File: src/rtl/hazard_controller.sv
// hazard_controller: load-use stall sequencing and taken-branch squash control
// for a five-stage MIPS pipeline. Outputs are Mealy functions of the current
// state and inputs.
//
// Optional feature: define HAZARD_PERF_CNT_EN to add the saturating
// stallCount / flushCount performance counters and their ports.

module hazard_controller #(
    parameter int LOAD_STALL_CYCLES = 1   // bubbles per load-use hazard, 1..3
) (
    input  logic        clk,
    input  logic        rst,
    input  logic [4:0]  idRs,
    input  logic [4:0]  idRt,
    input  logic        idUsesRt,
    input  logic        exMemRead,
    input  logic [4:0]  exRt,
    input  logic        memBranchTaken,
    output logic        pcWrite,
    output logic        ifIdWrite,
    output logic        ifIdFlush,
    output logic        idExBubble,
    output logic        exMemFlush,
    output logic        stalled
`ifdef HAZARD_PERF_CNT_EN
    ,
    output logic [31:0] stallCount,
    output logic [31:0] flushCount
`endif
);

    typedef enum logic [0:0] {
        ST_RUN   = 1'b0,
        ST_STALL = 1'b1
    } state_e;

    // Which family of control values the pipeline sees this cycle.
    typedef enum logic [1:0] {
        OUT_RUN,
        OUT_STALL,
        OUT_FLUSH,
        OUT_RESET
    } out_mode_e;

    // Stall cycles still owed after the detection cycle.
    localparam logic [1:0] REMAIN_INIT = 2'(LOAD_STALL_CYCLES - 1);

    state_e     state_q, state_d;
    logic [1:0] remain_q, remain_d;
    out_mode_e  out_mode;
    logic       hz;

    // Load-use hazard: the load in ID/EX writes a register the IF/ID
    // instruction reads. Register 0 is hardwired and never conflicts.
    assign hz = exMemRead && (exRt != 5'd0) &&
                ((exRt == idRs) || (idUsesRt && (exRt == idRt)));

    // Next-state and output-mode selection; reset, then branch, take priority.
    always_comb begin
        // NOTE: every variable gets a default first so no path leaves it
        // unassigned, which would otherwise infer a latch.
        state_d  = state_q;
        remain_d = remain_q;
        out_mode = OUT_RUN;

        if (rst) begin
            out_mode = OUT_RESET;
            state_d  = ST_RUN;
            remain_d = 2'd0;
        end else if (memBranchTaken) begin
            // The stalled instruction is wrong-path; abandon the stall.
            out_mode = OUT_FLUSH;
            state_d  = ST_RUN;
            remain_d = 2'd0;
        end else if (state_q == ST_STALL) begin
            out_mode = OUT_STALL;
            if (remain_q <= 2'd1) begin
                state_d  = ST_RUN;
                remain_d = 2'd0;
            end else begin
                remain_d = remain_q - 2'd1;
            end
        end else if (hz) begin
            out_mode = OUT_STALL;
            if (LOAD_STALL_CYCLES > 1) begin
                state_d  = ST_STALL;
                remain_d = REMAIN_INIT;
            end
        end
    end

    // Decode the output mode into the individual pipeline controls.
    always_comb begin
        pcWrite    = 1'b1;
        ifIdWrite  = 1'b1;
        ifIdFlush  = 1'b0;
        idExBubble = 1'b0;
        exMemFlush = 1'b0;
        stalled    = 1'b0;
        case (out_mode)
            OUT_STALL: begin
                pcWrite    = 1'b0;
                ifIdWrite  = 1'b0;
                idExBubble = 1'b1;
                stalled    = 1'b1;
            end
            OUT_FLUSH: begin
                ifIdFlush  = 1'b1;
                idExBubble = 1'b1;
                exMemFlush = 1'b1;
            end
            OUT_RESET: begin
                pcWrite    = 1'b0;
                ifIdWrite  = 1'b0;
                ifIdFlush  = 1'b1;
                idExBubble = 1'b1;
                exMemFlush = 1'b1;
            end
            default: ;
        endcase
    end

    // State register with synchronous reset.
    always_ff @(posedge clk) begin
        // NOTE: sequential state uses non-blocking assignments so every flop
        // samples its pre-edge value regardless of statement order.
        if (rst) begin
            state_q  <= ST_RUN;
            remain_q <= 2'd0;
        end else begin
            state_q  <= state_d;
            remain_q <= remain_d;
        end
    end

`ifdef HAZARD_PERF_CNT_EN
    logic [31:0] stall_count_q, stall_count_d;
    logic [31:0] flush_count_q, flush_count_d;

    // Saturating event counters; stalled is already 0 while in reset.
    always_comb begin
        stall_count_d = stall_count_q;
        flush_count_d = flush_count_q;
        if (stalled && (stall_count_q != 32'hFFFF_FFFF)) begin
            stall_count_d = stall_count_q + 32'd1;
        end
        if (memBranchTaken && (flush_count_q != 32'hFFFF_FFFF)) begin
            flush_count_d = flush_count_q + 32'd1;
        end
    end

    // Counter registers, cleared by reset.
    always_ff @(posedge clk) begin
        if (rst) begin
            stall_count_q <= 32'd0;
            flush_count_q <= 32'd0;
        end else begin
            stall_count_q <= stall_count_d;
            flush_count_q <= flush_count_d;
        end
    end

    assign stallCount = stall_count_q;
    assign flushCount = flush_count_q;
`endif

endmodule

File: config.mk
export PLATFORM = sky130hd
export DESIGN_NAME = hazard_controller
export DESIGN_NICKNAME = d
export VERILOG_FILES = /design/src/rtl/hazard_controller.sv
export SDC_FILE = /design/constraint.sdc
export NUM_CORES = 1
export LEC_CHECK = 0
export ABC_AREA = 1
export CORE_AREA = 2 2 39 41
export CTS_CLUSTER_SIZE = 40
export DETAILED_ROUTE_END_ITERATION = 16
export DIE_AREA = 0 0 41 43
export GPL_TIMING_DRIVEN = 0
export HOLD_SLACK_MARGIN = 0.06
export PLACE_DENSITY = 0.66
export SETUP_SLACK_MARGIN = 0.3
export SLEW_MARGIN = 20
export SYNTH_ARGS = -nofsm -noshare
export SYNTH_HDL_FRONTEND = slang
export SYNTH_SLANG_ARGS = --single-unit
File: constraint.sdc
create_clock -name clk -period 2.8 [get_ports clk]
set_input_delay 0.84 -clock clk [delete_from_list [all_inputs] [get_ports clk]]
set_output_delay 0.84 -clock clk [all_outputs]
set_load 0.01 [all_outputs]
Word-level counts from Yosys, hierarchy flattened
Cells that the tools add are included.

Add/sub/neg operators: 1. Multipliers: 0. Divide/modulo/power cells: 0. $lt $le $gt $ge: 1. Eq/ne operators: 5. Shift-type cells: 0. Multiplexer cells: 10. Bitwise logic cells: 1. Reductions and logical operators: 10.

Operators with widths (number): $eq A5 B5 Y1 (2); $mux W1 (7); $mux W2 (3); $reduce_or A2 Y1 (3); $reduce_or A3 Y1 (2); $reduce_bool A5 Y1 (1); $eq A2 B2 Y1 const B (2); $logic_and A1 B1 Y1 (3); $eq A2 B1 Y1 const B (1); $le A2 B1 Y1 const B (1); $sub A2 B1 Y2 const B (1); $logic_or A1 B1 Y1 (1); $not A1 Y1 (1).

Bits in registers: 3. Bits in latches: 0. RAM bits: 0. Bits in read-only memories: 0. Input port bits: 20. Word-level logic and storage cells: 30. Memories kept: 0.

Depth between registers and ports, before layout
Gate-level depths: netlist of the first run.

Depth in word-level cells: 11. Mapped depth: 10. Gate-level depth less buffers: 9.

Least setup slack after synthesis of the first run
OpenSTA, ideal clock, no wires.

Kind: input-to-output. Start point: in exRt[1]. End point: out pcWrite. Arrival time: 1629 ps. Required time: 1960 ps. Setup slack: 331 ps. Stages: 8. Buffers on the path: 1. Cell sequence: inv_1 nand4_1 o21ai_1 inv_1 nand2_2 nand2_1 a21oi_2 buf_4.

Word-level cells in the longest chain between the ends: 11.

RTL lines: start: declaration (line 17) `input logic [4:0] exRt,`; $eq A5 B5 Y1 (line 56) `((exRt == idRs) || (idUsesRt && (exRt == idRt)));`; $logic_and A1 B1 Y1 (line 56); $logic_or A1 B1 Y1 (line 56); $logic_and A1 B1 Y1 (*) (line 55) `assign hz = exMemRead && (exRt != 5'd0) &&`; $mux W1 (*) (line 83) `end else if (hz) begin`; $mux W1 (*) (line 75) `end else if (state_q == ST_STALL) begin`; $mux W2 (*) (line 70) `end else if (memBranchTaken) begin`; $mux W2 (*) (line 66) `if (rst) begin`; $eq A2 B1 Y1 or $eq A2 B2 Y1 (tied branches); $reduce_or A2 Y1 (no line) (*); $mux W1 (*); end: declaration (line 19) `output logic pcWrite,`.

Every way passes the cells marked *; elsewhere a longest branch is shown, timed or not.

Final worst setup path of the first run
Start point: in exRt[1]. End point: out pcWrite.

Word-level cells in the longest chain between the ends: 11.

RTL lines: $eq A5 B5 Y1 (line 56); $logic_and A1 B1 Y1 (line 56); $logic_or A1 B1 Y1 (line 56); $logic_and A1 B1 Y1 (*) (line 55); $mux W1 (*) (line 83); $mux W1 (*) (line 75); $mux W2 (*) (line 70); $mux W2 (*) (line 66); $eq A2 B1 Y1 or $eq A2 B2 Y1 (tied branches) (line 100) `case (out_mode)`; $reduce_or A2 Y1 (no line) (*); $mux W1 (*) (line 100).

Marked as above.

==> out/results.txt, run 1 <==
Outcome -> finished, final reports clean
Mapped Cells -> 73
Fmax -> 389.8 MHz
Area contributors post-synth -> nand2_1 30%, dfxtp_1 17%, inv_1 17%
Max-slew violation count -> 0
Via density -> 4.075
Post-DP HPWL -> 754.8 um
Layout Nets -> 125
Peak VDD IR -> 0.1890 mV
Final setup viols -> 0
Core box area -> 1384 um2
Pin count of the biggest net entering global routing -> 8
Worst EP required -> 1960 ps
Ant diodes -> 0
Crit path capture type -> primary output
CTS tree -> yes
Pwr Total -> 0.1899 mW
# DRC -> 0
Starting Density -> 26.04%
Most common cell after layout, fill and taps aside -> nand2_1
Final WL -> 951 um
Synth Register Bits -> 3
Grt ovf -> 0
Most frequent cells in the layout -> 22 x nand2_1, 10 x buf_2, 8 x nor2_1, 8 x nand2_2
HP Class -> register to register
DR iter-0 viols -> 5
Max cap viols -> 0
Clock sink count -> 3
Hold_buf cts -> 0
Vias in the first global route -> 456
Synth area leader -> nand2_1
Rows -> 14
Root Driver -> clkbuf_4
Final period util -> 91.63%
Cts bufs inserted -> 3
Mapped Area -> 360.3 um2
Yosys cell types -> 13
Final hold violation count -> 0
Clock transition at the registers of the reported paths -> 40 ps
Die ar. -> 1763 um2
RSZ-0062 raised after global routing -> yes
Final Skew -> 1.567 ps
Hold slack -> 465.7 ps
Die Wd -> 41 um
CTS max path bufs -> 2
Layout cell share with drive strength beyond 1 -> 49.04%
Gr usage total -> 11.72%
PortBufs -> 25
First-pass detailed-route iteration total -> 4
Avg WL per Cell -> 7.925 um
Clock latency on the worst-skew pair -> 230 ps
GPL Wtd Cong -> 0.7144
Met3 Wirelength -> 49 um
Pwr/cell area -> 283.2 nW/um2
Remaining antenna violation count -> 0
Die height -> 43 um
Via count -> 489
Fill count -> 154
Yosys warns -> 0
DR top layer -> met3
Yosys top cell area share -> 30.21%
CTS H-tree lvls -> 1
Sequential element share of the synthesized area -> 16.67%
Tightest Pin Transition -> 220.6 ps
Initial antenna violation count -> 0
Finished Layout Cells -> 120
First-pass GRT wire length -> 1483 um
Critical-path maximum fanout -> 3
Crit path DAT -> 1730 ps
Avg Inst Size Synth -> 4.936 um2
Leak Pwr -> 0.3946 nW
Tmin final -> 2566 ps
Mapped Nets -> 93
Slew HR -> 85.28%
Final Util -> 48.46%
Met1 WL -> 392 um
WS Path Type -> input pin to primary output
IO Count -> 26
Setup_tns -> 0 ps
Met2 routed WL -> 508 um
Dpl cells -> 114
P&R area growth vs syn -> 86.11%
Type of origin of the critical path -> input pin
-- cell type report --
cell class	instances	area [um2]	area share (%)
plain buffers	2	15.01	2.239
clock buffers	4	26.28	3.918
inverters	18	77.57	11.57
multi-input cells	50	247.7	36.94
flip-flops and latches	3	60.06	8.955
well taps	16	20.02	2.985
repair buffers	27	224.0	33.40
-- worst max-delay path, cell delays in order --
cell and delay [ps]:
buf_8 100, inv_4 50, nand4_1 80, o21ai_1 120, inv_1 60, nand2_2 90, nand2_2 50, a21oi_2 120
buf_4 120, buf_6 90
-- routing by layer --
| layer | up-vias | track usage [%] |
|---|---|---|
| li1 | 275 | - |
| met1 | 203 | 12.14 |
| met2 | 11 | 21.88 |
| met3 | 0 | 0 |
| met4 | 0 | 6.000 |
| met5 | - | 0 |
-- report_power, final --
part / switching [mW] / internal [mW] / total, mW
Sequential: 0 / 0.0430 / 0.0430
Clock: 0.0200 / 0.0533 / 0.0732
Combinational: 0.0336 / 0.0401 / 0.0737
Total: 0.0536 / 0.136 / 0.190
-- final timing paths --
kind | slack [ps] | depth (start not counted) | from | end
max | 230 | 10 | exRt[1] | pcWrite
min | 470 | 1 | remain_q[0] | remain_q[0]
max reg2reg | 2080 | 2 | state_q | remain_q[0]
min reg2reg | 470 | 1 | remain_q[0] | remain_q[0]
-- cell usage after synthesis --
cell type	number
dfxtp_1	3
inv_1	16
buf_4	2
nor2_1	10
nand4_1	1
xnor2_1	1
inv_2	2
o31ai_1	1
nand2_1	29
a21oi_2	2
nand3_1	4
o21ai_1	1
nand2_2	1
-- logic make-up after synthesis --
family | count (synthesis) | share of synthesized area [%]
AO/OA/AOI/OAI | 4 | 8.334
XOR/XNOR | 1 | 2.431
buffers and inverters | 20 | 22.92
flip-flops | 3 | 16.67
AND/OR/NAND/NOR | 45 | 49.66
-- sequential cells by signal (all words and copies together) (netlist names) --
| name | cells |
|---|---|
| state_q | 1 |
| remain_q | 2 |
-- repair_timing --
| action | CTS | global route |
|---|---|---|
| resized for setup | 104 | 16 |
| buffers inserted | 2 | 0 |
| setup endpoints to repair | 6 | 5 |
| pin swaps | 21 | 14 |
-- metrics by stage --
step	setup slack, ps	instance area, um2
6_report	234.3	670.6
2_1_floorplan	331.3	360.3
4_1_cts	191.7	639.4
3_5_place_dp	-643.8	630.6
5_1_grt	121.0	670.6
3_3_place_gp	-640.3	630.6
Note: power is estimated with default switching activity, not from simulation.
==> run 2, diff against run 1 <==
--- a/config.mk
+++ b/config.mk
@@ -6,14 +6,15 @@
 export NUM_CORES = 1
 export LEC_CHECK = 0
 export ABC_AREA = 1
-export CORE_AREA = 2 2 39 41
+export CORE_AREA = 5 5 42 44
 export CTS_CLUSTER_SIZE = 40
 export DETAILED_ROUTE_END_ITERATION = 16
-export DIE_AREA = 0 0 41 43
+export DIE_AREA = 0 0 47 49
 export GPL_TIMING_DRIVEN = 0
 export HOLD_SLACK_MARGIN = 0.06
 export PLACE_DENSITY = 0.66
 export SETUP_SLACK_MARGIN = 0.3
+export SKIP_LAST_GASP = 1
 export SLEW_MARGIN = 20
 export SYNTH_ARGS = -nofsm -noshare
 export SYNTH_HDL_FRONTEND = slang
==> out/results.txt, run 2 (synthesized netlist as in run 1, its figures left out) <==
Layout Nets -> 125 (unchanged)
Die Wd -> 47 um (+15%)
Final WL -> 991 um (+4.2%)
Fin worst setup slack -> 191.9 ps (-42.49 ps)
Most frequent cells in the layout -> 27 x nand2_1, 10 x inv_2, 10 x buf_6, 8 x nor2_1, 8 x buf_2
Final Util -> 47.41% (-1.1 points)
Worst EP required -> 1960 ps (about the same)
Root Driver -> clkbuf_4
CTS max path bufs -> 2 (unchanged)
Hold_buf cts -> 0 (unchanged)
Max cap viols -> 0 (unchanged)
Die height -> 49 um (+14%)
Peak VDD IR -> 0.2032 mV (+7.5%)
Slowest cell on crit path -> a21oi_2
DR iter-0 viols -> 2 (-3)
Hold EP -> state_q
Via density -> 4.208 (+3.3%)
Pwr Total -> 0.1920 mW (+1.1%)
Grt ovf -> 0 (unchanged)
Pin count of the biggest net entering global routing -> 8 (unchanged)
Critical-path maximum fanout -> 4 (+1)
Clock latency on the worst-skew pair -> 240 ps (about the same)
Slew HR -> 84.82% (-0.46 points)
Clock transition at the registers of the reported paths -> 40 ps (about the same)
Critical Path Source -> exRt[4]
Post-DP HPWL -> 787 um (+4.3%)
First-pass detailed-route iteration total -> 3 (-1)
Tmin final -> 2608 ps (+42.49 ps)
Final hold violation count -> 0 (unchanged)
Leak Pwr -> 0.3910 nW (-0.90%)
Number of flip-flops in the largest register -> 2 (unchanged)
FF-to-FF setup slack -> 2050 ps (-30 ps)
Worst Hold Path Cells -> 2 (+1)
R2R depth -> 2 (unchanged)
Cell Chain, Critical Path -> buf_8, inv_2, nand2_1, nand2_1, nor2_1, nand3_1, nand2_1, nand2_2, nand2_2, a21oi_2, buf_4, buf_6
R2r startpoint -> state_q
Max-slew violation count -> 0 (unchanged)
Final period util -> 93.15% (+1.5 points)
Final setup viols -> 0 (unchanged)
PortBufs -> 25 (unchanged)
Dpl cells -> 114 (unchanged)
GPL Wtd Cong -> 0.7091 (-0.74%)
Most common cell after layout, fill and taps aside -> nand2_1
Vias in the first global route -> 451 (-1.1%)
Ant diodes -> 0 (unchanged)
Type of origin of the critical path -> input pin
Crit path capture type -> primary output
Hold slack -> 476.5 ps (+10.75 ps)
Tightest Pin Transition -> 227.5 ps (+6.960 ps)
First-pass GRT wire length -> 1628 um (+9.8%)
IO Count -> 26 (unchanged)
Biggest regs -> remain_q x2, state_q x1
Starting Density -> 25.71% (-0.33 points)
Worst R2R End -> remain_q[0]
Via count -> 505 (+3.3%)
Die ar. -> 2303 um2 (+31%)
Pwr/cell area -> 288.9 nW/um2 (+2.0%)
RSZ-0062 raised after global routing -> yes
CTS H-tree lvls -> 1 (unchanged)
Top reg by flops -> remain_q
HP Class -> register to register
Post-place setup slack -> -675.8 ps (-31.92 ps)
Gr usage total -> 9.551% (-2.2 points)
Avg WL per Cell -> 8.258 um (+4.2%)
Fmax -> 383.4 MHz (-1.6%)
Finished Layout Cells -> 120 (unchanged)
P&R area growth vs syn -> 84.37%
Cts bufs inserted -> 3 (unchanged)
Hold_sp -> remain_q[1]
CTS tree -> yes
WS Path Type -> input pin to primary output
Core box area -> 1401 um2 (+1.3%)
Remaining antenna violation count -> 0 (unchanged)
Crit path DAT -> 1770 ps (+40 ps)
Layout cell share with drive strength beyond 1 -> 44.23% (-4.8 points)
Initial antenna violation count -> 0 (unchanged)
Rows -> 14 (unchanged)
Clock sink count -> 3 (unchanged)
Slowest Stage Delay on Critical Path -> 140 ps (+20 ps)
# DRC -> 0 (unchanged)
Most Frequent Cell on Critical Path -> nand2_1
Final Skew -> 1.543 ps (-0.02444 ps)
Outcome -> finished, final reports clean
[run 2: stage by stage]
step | area, um2 | TNS, ps
after floorplan | 360.3 | 0
after global placement | 630.6 | -2635
after detailed placement | 630.6 | -2746
after CTS | 614.3 | 0
after global routing | 664.4 | 0
final | 664.4 | 0
[run 2: where the power goes]
group / leakage [nW] / switching [mW] / internal (mW)
combinational: 0.352 / 0.0308 / 0.0403
sequential: 0.0241 / 0 / 0.0430
clock: 0.0150 / 0.0244 / 0.0535
total: 0.391 / 0.0552 / 0.137
[run 2: worst max-delay path by stage]
stage | to | slack [ps]
after detailed placement | pcWrite | -680
after CTS | pcWrite | 170
after global placement | pcWrite | -640
after global routing | pcWrite | 100
after floorplan | pcWrite | 330
final | pcWrite | 190
[run 2: what timing repair did]
item | 4_1_cts | 5_1_grt
resized for setup | 103 | 14
endpoints found under the setup margin | 6 | 5
pin swaps | 22 | 15
setup buffers | 1 | 1
[run 2: critical path, delay by kind of cell]
kind / cells / cell delay [ps]
AOI/OAI and AO/OA: 1 / 140
buffers and inverters: 4 / 360
and+or+nand+nor: 7 / 430
[run 2: layout make-up]
cell class	count	area, um2
fillers	155	737.0
repair buffers	27	242.7
multi-input cells	50	227.7
inverters	18	72.57
flip-flops and latches	3	60.06
clock buffers	4	26.28
well taps	16	20.02
plain buffers	2	15.01
[run 2: per-layer routing]
layer,vias up,wire (um),global-route usage (%)
li1,277,-,-
met1,201,401,10.24
met2,25,417,14.93
met3,2,158,4.059
met4,0,14,5.530
met5,-,0,0
